==> src/rtl/i2s_tx_10xe_arb_pkg.sv <==
// Shared types, default widths and the round-robin pick function for the
// I2S transmitter audio stream arbiter.
package i2s_tx_10xe_arb_pkg;

  localparam int unsigned DEF_NUM_SRC      = 4;
  localparam int unsigned DEF_CH_PER_FRAME = 2;
  localparam int unsigned DEF_DATA_W       = 32;
  localparam int unsigned DEF_TID_W        = 3;
  localparam int unsigned MAX_SRC          = 8;

  typedef enum logic [0:0] {
    ST_IDLE = 1'b0,
    ST_XFER = 1'b1
  } arb_state_e;

  // First requester after 'last', wrapping over n sources.
  function automatic logic [2:0] next_rr(input logic [MAX_SRC-1:0] req,
                                         input logic [2:0]         last,
                                         input int unsigned        n);
    logic [2:0]  win;
    logic        found;
    int unsigned idx;
    logic [2:0]  idx3;
    win   = '0;
    found = 1'b0;
    for (int unsigned i = 1; i <= MAX_SRC; i++) begin
      idx  = (32'(last) + i) % n;
      idx3 = idx[2:0];
      if (i <= n && !found && req[idx3]) begin
        win   = idx3;
        found = 1'b1;
      end
    end
    return win;
  endfunction

endpackage

==> src/rtl/i2s_tx_10xe_axis_out_reg.sv <==
// One-entry AXI-Stream register: loads on in_valid, drains on out_tready,
// and holds data stable while stalled.
module i2s_tx_10xe_axis_out_reg
  import i2s_tx_10xe_arb_pkg::*;
#(
  parameter int DATA_W = DEF_DATA_W,
  parameter int TID_W  = DEF_TID_W
) (
  input  logic              clk,
  input  logic              rst_n,
  input  logic              in_valid,
  input  logic [DATA_W-1:0] in_data,
  input  logic [TID_W-1:0]  in_tid,
  output logic              in_ready,
  output logic [DATA_W-1:0] out_tdata,
  output logic [TID_W-1:0]  out_tid,
  output logic              out_tvalid,
  input  logic              out_tready
);

  // Room exists when empty or when the current entry leaves this cycle.
  assign in_ready = !out_tvalid || out_tready;

  always_ff @(posedge clk) begin
    if (!rst_n) begin
      out_tvalid <= 1'b0;
      out_tdata  <= '0;
      out_tid    <= '0;
    end else if (in_valid && in_ready) begin
      out_tvalid <= 1'b1;
      out_tdata  <= in_data;
      out_tid    <= in_tid;
    end else if (out_tready) begin
      out_tvalid <= 1'b0;
    end
  end

endmodule

==> src/rtl/i2s_tx_10xe_aud_stream_arbiter.sv <==
// Frame-atomic round-robin arbiter sharing the I2S transmitter audio input
// among NUM_SRC sources; each grant carries exactly CH_PER_FRAME samples.
module i2s_tx_10xe_aud_stream_arbiter
  import i2s_tx_10xe_arb_pkg::*;
#(
  parameter int NUM_SRC      = DEF_NUM_SRC,
  parameter int CH_PER_FRAME = DEF_CH_PER_FRAME,
  parameter int DATA_W       = DEF_DATA_W,
  parameter int TID_W        = DEF_TID_W
) (
  input  logic                        s_axis_aud_aclk,
  input  logic                        s_axis_aud_aresetn,
  input  logic                        cfg_en,
  input  logic [NUM_SRC*DATA_W-1:0]   src_tdata,
  input  logic [NUM_SRC*TID_W-1:0]    src_tid,
  input  logic [NUM_SRC-1:0]          src_tvalid,
  output logic [NUM_SRC-1:0]          src_tready,
  output logic [DATA_W-1:0]           m_axis_aud_tdata,
  output logic [TID_W-1:0]            m_axis_aud_tid,
  output logic                        m_axis_aud_tvalid,
  input  logic                        m_axis_aud_tready,
  output logic [$clog2(NUM_SRC)-1:0]  grant_id,
  output logic                        busy,
  output logic                        frame_done,
  output logic                        tid_seq_err
);

  localparam int GID_W  = $clog2(NUM_SRC);
  localparam int SLOT_W = $clog2(CH_PER_FRAME + 1);
  localparam logic [SLOT_W-1:0] LAST_SLOT = SLOT_W'(CH_PER_FRAME - 1);
  localparam logic [GID_W-1:0]  LAST_SRC  = GID_W'(NUM_SRC - 1);

  arb_state_e          state;
  logic [GID_W-1:0]    rr_last;
  logic [SLOT_W-1:0]   slot;
  logic [MAX_SRC-1:0]  req_ext;
  logic [GID_W-1:0]    winner;
  logic [DATA_W-1:0]   g_data;
  logic [TID_W-1:0]    g_tid;
  logic                g_valid;
  logic                g_ready;
  logic                accept;

  always_comb begin
    req_ext = '0;
    req_ext[NUM_SRC-1:0] = src_tvalid;
  end

  assign winner  = GID_W'(next_rr(req_ext, 3'(rr_last), NUM_SRC));
  assign g_data  = src_tdata[int'(grant_id)*DATA_W +: DATA_W];
  assign g_tid   = src_tid[int'(grant_id)*TID_W +: TID_W];
  assign g_valid = src_tvalid[grant_id];
  assign busy    = (state == ST_XFER);

  // Valid/ready: a beat moves only on a cycle where valid and ready are both
  // high; valid never waits on ready, and only the owner ever sees ready.
  always_comb begin
    src_tready = '0;
    if (state == ST_XFER && s_axis_aud_aresetn)
      src_tready[grant_id] = g_ready;
  end

  assign accept = (state == ST_XFER) && g_valid && g_ready && s_axis_aud_aresetn;

  always_ff @(posedge s_axis_aud_aclk) begin
    if (!s_axis_aud_aresetn) begin
      state       <= ST_IDLE;
      grant_id    <= '0;
      slot        <= '0;
      rr_last     <= LAST_SRC;
      frame_done  <= 1'b0;
      tid_seq_err <= 1'b0;
    end else begin
      frame_done  <= 1'b0;
      tid_seq_err <= 1'b0;
      case (state)
        ST_IDLE: begin
          if (cfg_en && |src_tvalid) begin
            grant_id <= winner;
            slot     <= '0;
            state    <= ST_XFER;
          end
        end
        ST_XFER: begin
          if (accept) begin
            tid_seq_err <= (g_tid != TID_W'(slot));
            if (slot == LAST_SLOT) begin
              slot       <= '0;
              frame_done <= 1'b1;
              rr_last    <= grant_id;
              state      <= ST_IDLE;
            end else begin
              slot <= slot + 1'b1;
            end
          end
        end
        default: state <= ST_IDLE;
      endcase
    end
  end

  i2s_tx_10xe_axis_out_reg #(
    .DATA_W (DATA_W),
    .TID_W  (TID_W)
  ) u_out_reg (
    .clk        (s_axis_aud_aclk),
    .rst_n      (s_axis_aud_aresetn),
    .in_valid   (accept),
    .in_data    (g_data),
    .in_tid     (g_tid),
    .in_ready   (g_ready),
    .out_tdata  (m_axis_aud_tdata),
    .out_tid    (m_axis_aud_tid),
    .out_tvalid (m_axis_aud_tvalid),
    .out_tready (m_axis_aud_tready)
  );

endmodule
==> config.mk <==
export PLATFORM = sky130hd
export DESIGN_NAME = i2s_tx_10xe_aud_stream_arbiter
export DESIGN_NICKNAME = d
export VERILOG_FILES = /design/src/rtl/i2s_tx_10xe_arb_pkg.sv /design/src/rtl/i2s_tx_10xe_axis_out_reg.sv /design/src/rtl/i2s_tx_10xe_aud_stream_arbiter.sv
export SDC_FILE = /design/constraint.sdc
export NUM_CORES = 1
export LEC_CHECK = 0
export CAP_MARGIN = 20
export CORE_ASPECT_RATIO = 1.2
export CORE_MARGIN = 8
export CORE_UTILIZATION = 32
export CTS_BUF_LIST = sky130_fd_sc_hd__clkbuf_4 sky130_fd_sc_hd__clkbuf_8
export CTS_CLUSTER_SIZE = 16
export DETAILED_ROUTE_END_ITERATION = 6
export GPL_TIMING_DRIVEN = 0
export PLACE_DENSITY = 0.83
export SLEW_MARGIN = 20
export SYNTH_ARGS = -nofsm -noshare
export SYNTH_HDL_FRONTEND = slang
export SYNTH_SLANG_ARGS = --single-unit
==> constraint.sdc <==
create_clock -name s_axis_aud_aclk -period 1.68 [get_ports s_axis_aud_aclk]
set_clock_uncertainty 0.1 [all_clocks]
set_input_delay 0.252 -clock s_axis_aud_aclk [delete_from_list [all_inputs] [get_ports s_axis_aud_aclk]]
set_output_delay 0.252 -clock s_axis_aud_aclk [all_outputs]
set_load 0.01 [all_outputs]
---- Word level (Yosys, flattened, before mapping) ----
Index checks and enable logic that the tools add are counted.
Widths: inputs -> output; s select.
cells by class
  equal/unequal tests ..................... 4
  reduce and logical (&&, ||, !) cells .... 21
  multipliers ............................. 1
  add/sub/neg operators ................... 5
  muxes and demuxes ....................... 31
  $lt $le $gt $ge ......................... 6
  bitwise logic cells ..................... 2
  shifts and indexed selects .............. 2
operator list
  operator             number
  $shiftx 128x8->32    1
  $lt 2x4->1 const B   4
  $mux 1               15
  $mux 2               7
  $shiftx 12x5->3      1
  $bmux 1 s2           5
  $logic_and 1x1->1    10
  $add 2x1->2 const B  3
  $reduce_and 3->1     2
  $add 2x2->2 const B  2
  $and 4x4->4          1
  $logic_not 1->1      4
  $mul 2x2->4 const B  1
  $mux 4               1
  $pmux 2 s2           1
  $reduce_and 2->1     2
  $reduce_or 4->1      1
  $lt 2x3->1 const B   1
  $ne 3x2->1           1
  $demux 1 s2          1
  $eq 2x1->1 const B   1
  $ge 2x1->1 const B   1
  $ne 2x1->1 const B   1
  $ne 2x2->1 const B   1
  4 further kinds      4
storage, ports and cells
  logic and storage cells ................. 81
  flip-flop bits (word level) ............. 45
  output and inout port bits .............. 45
  input bits .............................. 148

---- Longest topological paths before layout ----
  depth after elaboration ................. 13
  gate-level depth with buffers ........... 7
  depth with buffers taken out ............ 4

---- Cells and area by module ----
From an unflattened synthesis, not the netlist that was laid out.
unflattened totals
  cell total of the unflattened synthesis .. 265
  area total of the unflattened synthesis .. 2857.7 sq um
modules (own cells, without submodules)
  module                          instances  cells each  sequential area each (sq um)  area each (sq um)
  i2s_tx_10xe_axis_out_reg        1          157         720.7                         1480.2
  i2s_tx_10xe_aud_stream_arbiter  1          108         180.2                         1377.6

---- Least setup slack after synthesis ----
Ideal clock, no wire load.
  path type ............................... reg-to-reg
  start point ............................. register grant_id[0]
  end point ............................... register tid_seq_err
  arrival time ............................ 1.677 ns
  path slack .............................. -0.214 ns
  cell stages (with the launch flop) ...... 7
  path buffers ............................ 2
  data required time ...................... 1.463 ns
  setup time .............................. 0.117 ns
  period minus slack after synthesis ...... 1.894 ns
  path through ............................ dfxtp_1 > buf_2 > buf_2 > mux4_2 > xor2_1 > nor3_1 > nor2_1
between the ends
  longest elaborated chain between the ends .. 6
  elaborated cells on any way between the ends .. 9
  those cells by class .................... 1 x mul; 1 x eq/ne; 1 x shift; 2 x mux; 4 x reduce/logical
ends and longest elaborated chain
  item                                                 RTL line                              source
  start, declared                                      i2s_tx_10xe_aud_stream_arbiter.sv:22  output logic [$clog2(NUM_SRC)-1:0] grant_id,
  start signal, assigned                               i2s_tx_10xe_aud_stream_arbiter.sv:79  grant_id <= winner;
  branches (longest 6 deep; another with $mul 2x2->4)  -
  end signal, assigned                                 i2s_tx_10xe_aud_stream_arbiter.sv:86  tid_seq_err <= (g_tid != TID_W'(slot));
  end, declared                                        i2s_tx_10xe_aud_stream_arbiter.sv:25  output logic tid_seq_err
Parallel ways; which one is timed is not known. The select of a mux whose other input is x is not followed.
A chain may end at the register's enable or synchronous reset.

---- Worst setup path after layout ----
  start point ............................. register grant_id[1]
  end point ............................... register slot[0]
between the ends
  longest elaborated chain between the ends .. 7
ends and longest elaborated chain
  item                               RTL line                              source
  $bmux 1 s2                         i2s_tx_10xe_aud_stream_arbiter.sv:52  assign g_valid = src_tvalid[grant_id];
  $mux 1 (implied by the code)       i2s_tx_10xe_aud_stream_arbiter.sv:52
  $logic_and 1x1->1 (3 in a row)     i2s_tx_10xe_aud_stream_arbiter.sv:63  assign accept = (state == ST_XFER) && g_valid && g_ready && s_axis_aud_aresetn;
  $ne 2x1->1 (no source line)        -
  $reduce_and 2->1 (no source line)  -
  end signal, assigned               i2s_tx_10xe_aud_stream_arbiter.sv:93  slot <= slot + 1'b1;
  end, declared                      i2s_tx_10xe_aud_stream_arbiter.sv:35  logic [SLOT_W-1:0] slot;
Every way passes these cells. The select of a mux whose other input is x is not followed.

==> impl_metrics.tcl <==
set metrics [dict create \
    clockBufferDepth 2 \
    clk_latency_ps 300 \
    final_cell_area_mm2 0.005075 \
    drtIter0Drc 72 \
    r2r-end "slot[0]" \
    synth_most_common_cell "nand2_1" \
    instances_no_fill 562 \
    status "complete, but fails checks" \
    async_reset_ff_frac 0 \
    post-route-period-util 1.055 \
    net-switching-power_w 0.0007559 \
    htree_levels 2 \
    p_sw_frac 0.2607 \
    startpoint "grant_id[1]" \
    dieHeight_um 115.9 \
    wl_per_cell_um 18.30 \
    cts_buffers 5 \
    finalPower_w 0.002900 \
    synthTopCellsByArea "dfxtp_1 34%, mux4_2 30%, nand2_1 10%" \
    holdBufCountCts 0 \
    clk_pin_slew_ps 90 \
    gp_routability_congestion 0.8572 \
    antenna_cells 0 \
    cp-endpoint "slot[0]" \
    violations "negative setup slack" \
    ios 193 \
    pwr-share-seq 0.395 \
    die_area_mm2 0.01151 \
    wl_mm 10.28 \
    worst_pin_slew_ps 425.0 \
    critical_path.slowest_cell "mux4_2" \
    path_max_fanout 10 \
    synth_top_area_share 0.3382 \
    portBuffers 192 \
    grt_pass1_vias 3302 \
    synth_seq_area_share 0.3382 \
    critPathArrivalTime_ps 1870 \
    syn2layout_area_growth_pct 90.51 \
    rows 36 \
    path_cells "buf_6 > mux4_2 > nand3_4 > buf_8 > nor2_1 > o21a_1" \
    synthFlopType "dfxtp_1" \
    drc 0 \
    cts_tree "built" \
    finalHoldViolCount 0 \
    path_class "reg2reg" \
    post-route-worst-setup-slack_ps -92.79 \
    synth_edf_count 0 \
    reg2reg_depth 6 \
    slowest_delay_ps 580 \
    synth_fp_nets 407 \
    grt.total_usage 0.1771 \
    cts_root_buf "clkbuf_8" \
    nets 614 \
    p_leak_nw 1.850 \
    cap_viol_max_count 0 \
    grt_max_degree 14 \
    die_w_um 99.29 \
    p_comb_frac 0.376 \
    drive_above_1_share 0.2206 \
    clock.fmax_mhz 564.1 \
    syn_inst 259 \
    p_clk_frac 0.229 \
    initial_core_util 0.3285 \
    start_kind "register" \
    place_area_mm2 0.004755 \
    antenna_found_initial 0 \
    netlist_top_cells_count "72 x nand2_1, 45 x dfxtp_1, 36 x mux4_2" \
    synth_cell_types 34 \
    coreArea_mm2 0.008108 \
    grt_pass1_wl_mm 16.11 \
    power.internal_w 0.002144 \
    rr_startpoint "grant_id[1]" \
    yosys_warnings 0 \
    powerDensity_mw_per_mm2 571.4 \
    final.min_clock_period_ps 1773 \
    end_kind "register" \
    crit_required_ps 1780 \
    dp.cells 546 \
    dr.pass1.iters 4 \
    via_count 2852 \
    dp_hpwl_mm 8.504 \
    clkSinkCount 45 \
    fin_util 0.6259 \
    via_per_inst 5.075 \
    synth_area_per_cell_um2 10.28 \
    rsz0062_at_grt "true" \
    gr-total-overflow 0 \
    drv_slew 0 \
    max-vdd-ir-drop_mv 0.3220 \
    slew_headroom 0.7167 \
    ys_ff_latch 45 \
    nFillCells 684 \
    hold_class "in2reg" \
    r2r_slack_ps -90 \
    yosysTopAreaCell "dfxtp_1" \
    mappedNetlistArea_mm2 0.002664 \
    ant_nets 0 \
    setup_violations 41 \
]
flip-flops by register name, summed over array words and instances, names as in the netlist:
register / flops
grant_id: 2
busy: 1
rr_last: 2
u_out_reg.out_tdata: 32
frame_done: 1
u_out_reg.out_tvalid: 1
tid_seq_err: 1
u_out_reg.out_tid: 3
slot: 2
routing by layer:
layer,share of wire,routed length (µm),global-route usage
met5,0,0,0
met4,0.018,186,0.06269
met3,0.088,907,0.06671
met2,0.54,5580,0.3395
met1,0.35,3609,0.1677
cell type report:
class | count | area [µm²] | area share
timing repair buffer | 201 | 2011 | 0.3962
sequential | 45 | 904.6 | 0.1783
clock inverter | 2 | 10.01 | 0.001972
clock buffer | 6 | 76.32 | 0.01504
multi-input combinational | 188 | 1724 | 0.3397
tap | 95 | 118.9 | 0.02342
inverter | 4 | 15.01 | 0.002959
buffer | 21 | 215.2 | 0.04241
timing repair:
item / in CTS / in global routing
gates cloned: 2 / 1
endpoints found under the setup margin: 49 / 48
gates resized for setup: 54 / 26
hold endpoints to repair: 0 / 0
buffers inserted: 4 / 3
pin swaps: 2 / 5
cells by family after synthesis:
family,Yosys count,synth area share
xor+xnor,2,0.006577
buf+inv,27,0.04697
simple gates,97,0.1583
mux,37,0.3086
compound gates,51,0.1414
flops,45,0.3382
power groups by stage:
| stage | sequential, W | clock, W | combinational (W) |
|---|---|---|---|
| 2_1_floorplan | 0.00119 | 0 | 0.000449 |
| 3_3_place_gp | 0.00116 | 0 | 0.000991 |
| 3_5_place_dp | 0.00117 | 0 | 0.00101 |
| 4_1_cts | 0.00115 | 0.000692 | 0.00107 |
| 5_1_grt | 0.00115 | 0.000734 | 0.00117 |
| 6_report | 0.00115 | 0.000664 | 0.00109 |
critical path, delay by kind of cell (launching register included):
| family | cells | cell delay, ps |
|---|---|---|
| simple gates | 2 | 190 |
| buf+inv | 2 | 270 |
| flops | 1 | 350 |
| mux | 1 | 580 |
| compound gates | 1 | 180 |
through the flow:
step | setup WS [ps] | hold slack [ps] | TNS (ps)
after floorplan | -22.33 | 282.8 | -22.33
after global placement | -724.1 | 340.6 | -20880
after detailed placement | -727.3 | 347.6 | -22370
after CTS | -88.81 | 358.6 | -1963
after global routing | -138.4 | 210.6 | -4400
final | -92.79 | 192.3 | -2262
layout by cell type (no fill, tap or decap), drive strengths merged, types with 3 or more instances in the layout:
cell	netlist	routed
a21boi	36	36
a31oi	3	3
and3	3	4
buf	14	26
clkbuf	9	14
clkdlybuf4s50	0	184
dfxtp	45	45
inv	4	4
mux4	36	36
nand2	72	72
nand2b	3	3
nor2	4	4
nor3	4	4
nor3b	3	3
worst min-delay path by stage:
stage	from	endpoint	cells after the start
final	s_axis_aud_aresetn	grant_id[1]	3
after global routing	s_axis_aud_aresetn	grant_id[1]	3
after CTS	u_out_reg.out_tdata[24]	u_out_reg.out_tdata[24]	2
after detailed placement	u_out_reg.out_tdata[5]	u_out_reg.out_tdata[5]	2
after global placement	u_out_reg.out_tdata[30]	u_out_reg.out_tdata[30]	2
after floorplan	s_axis_aud_aresetn	grant_id[1]	2
Power figures use the tool's default switching activity.
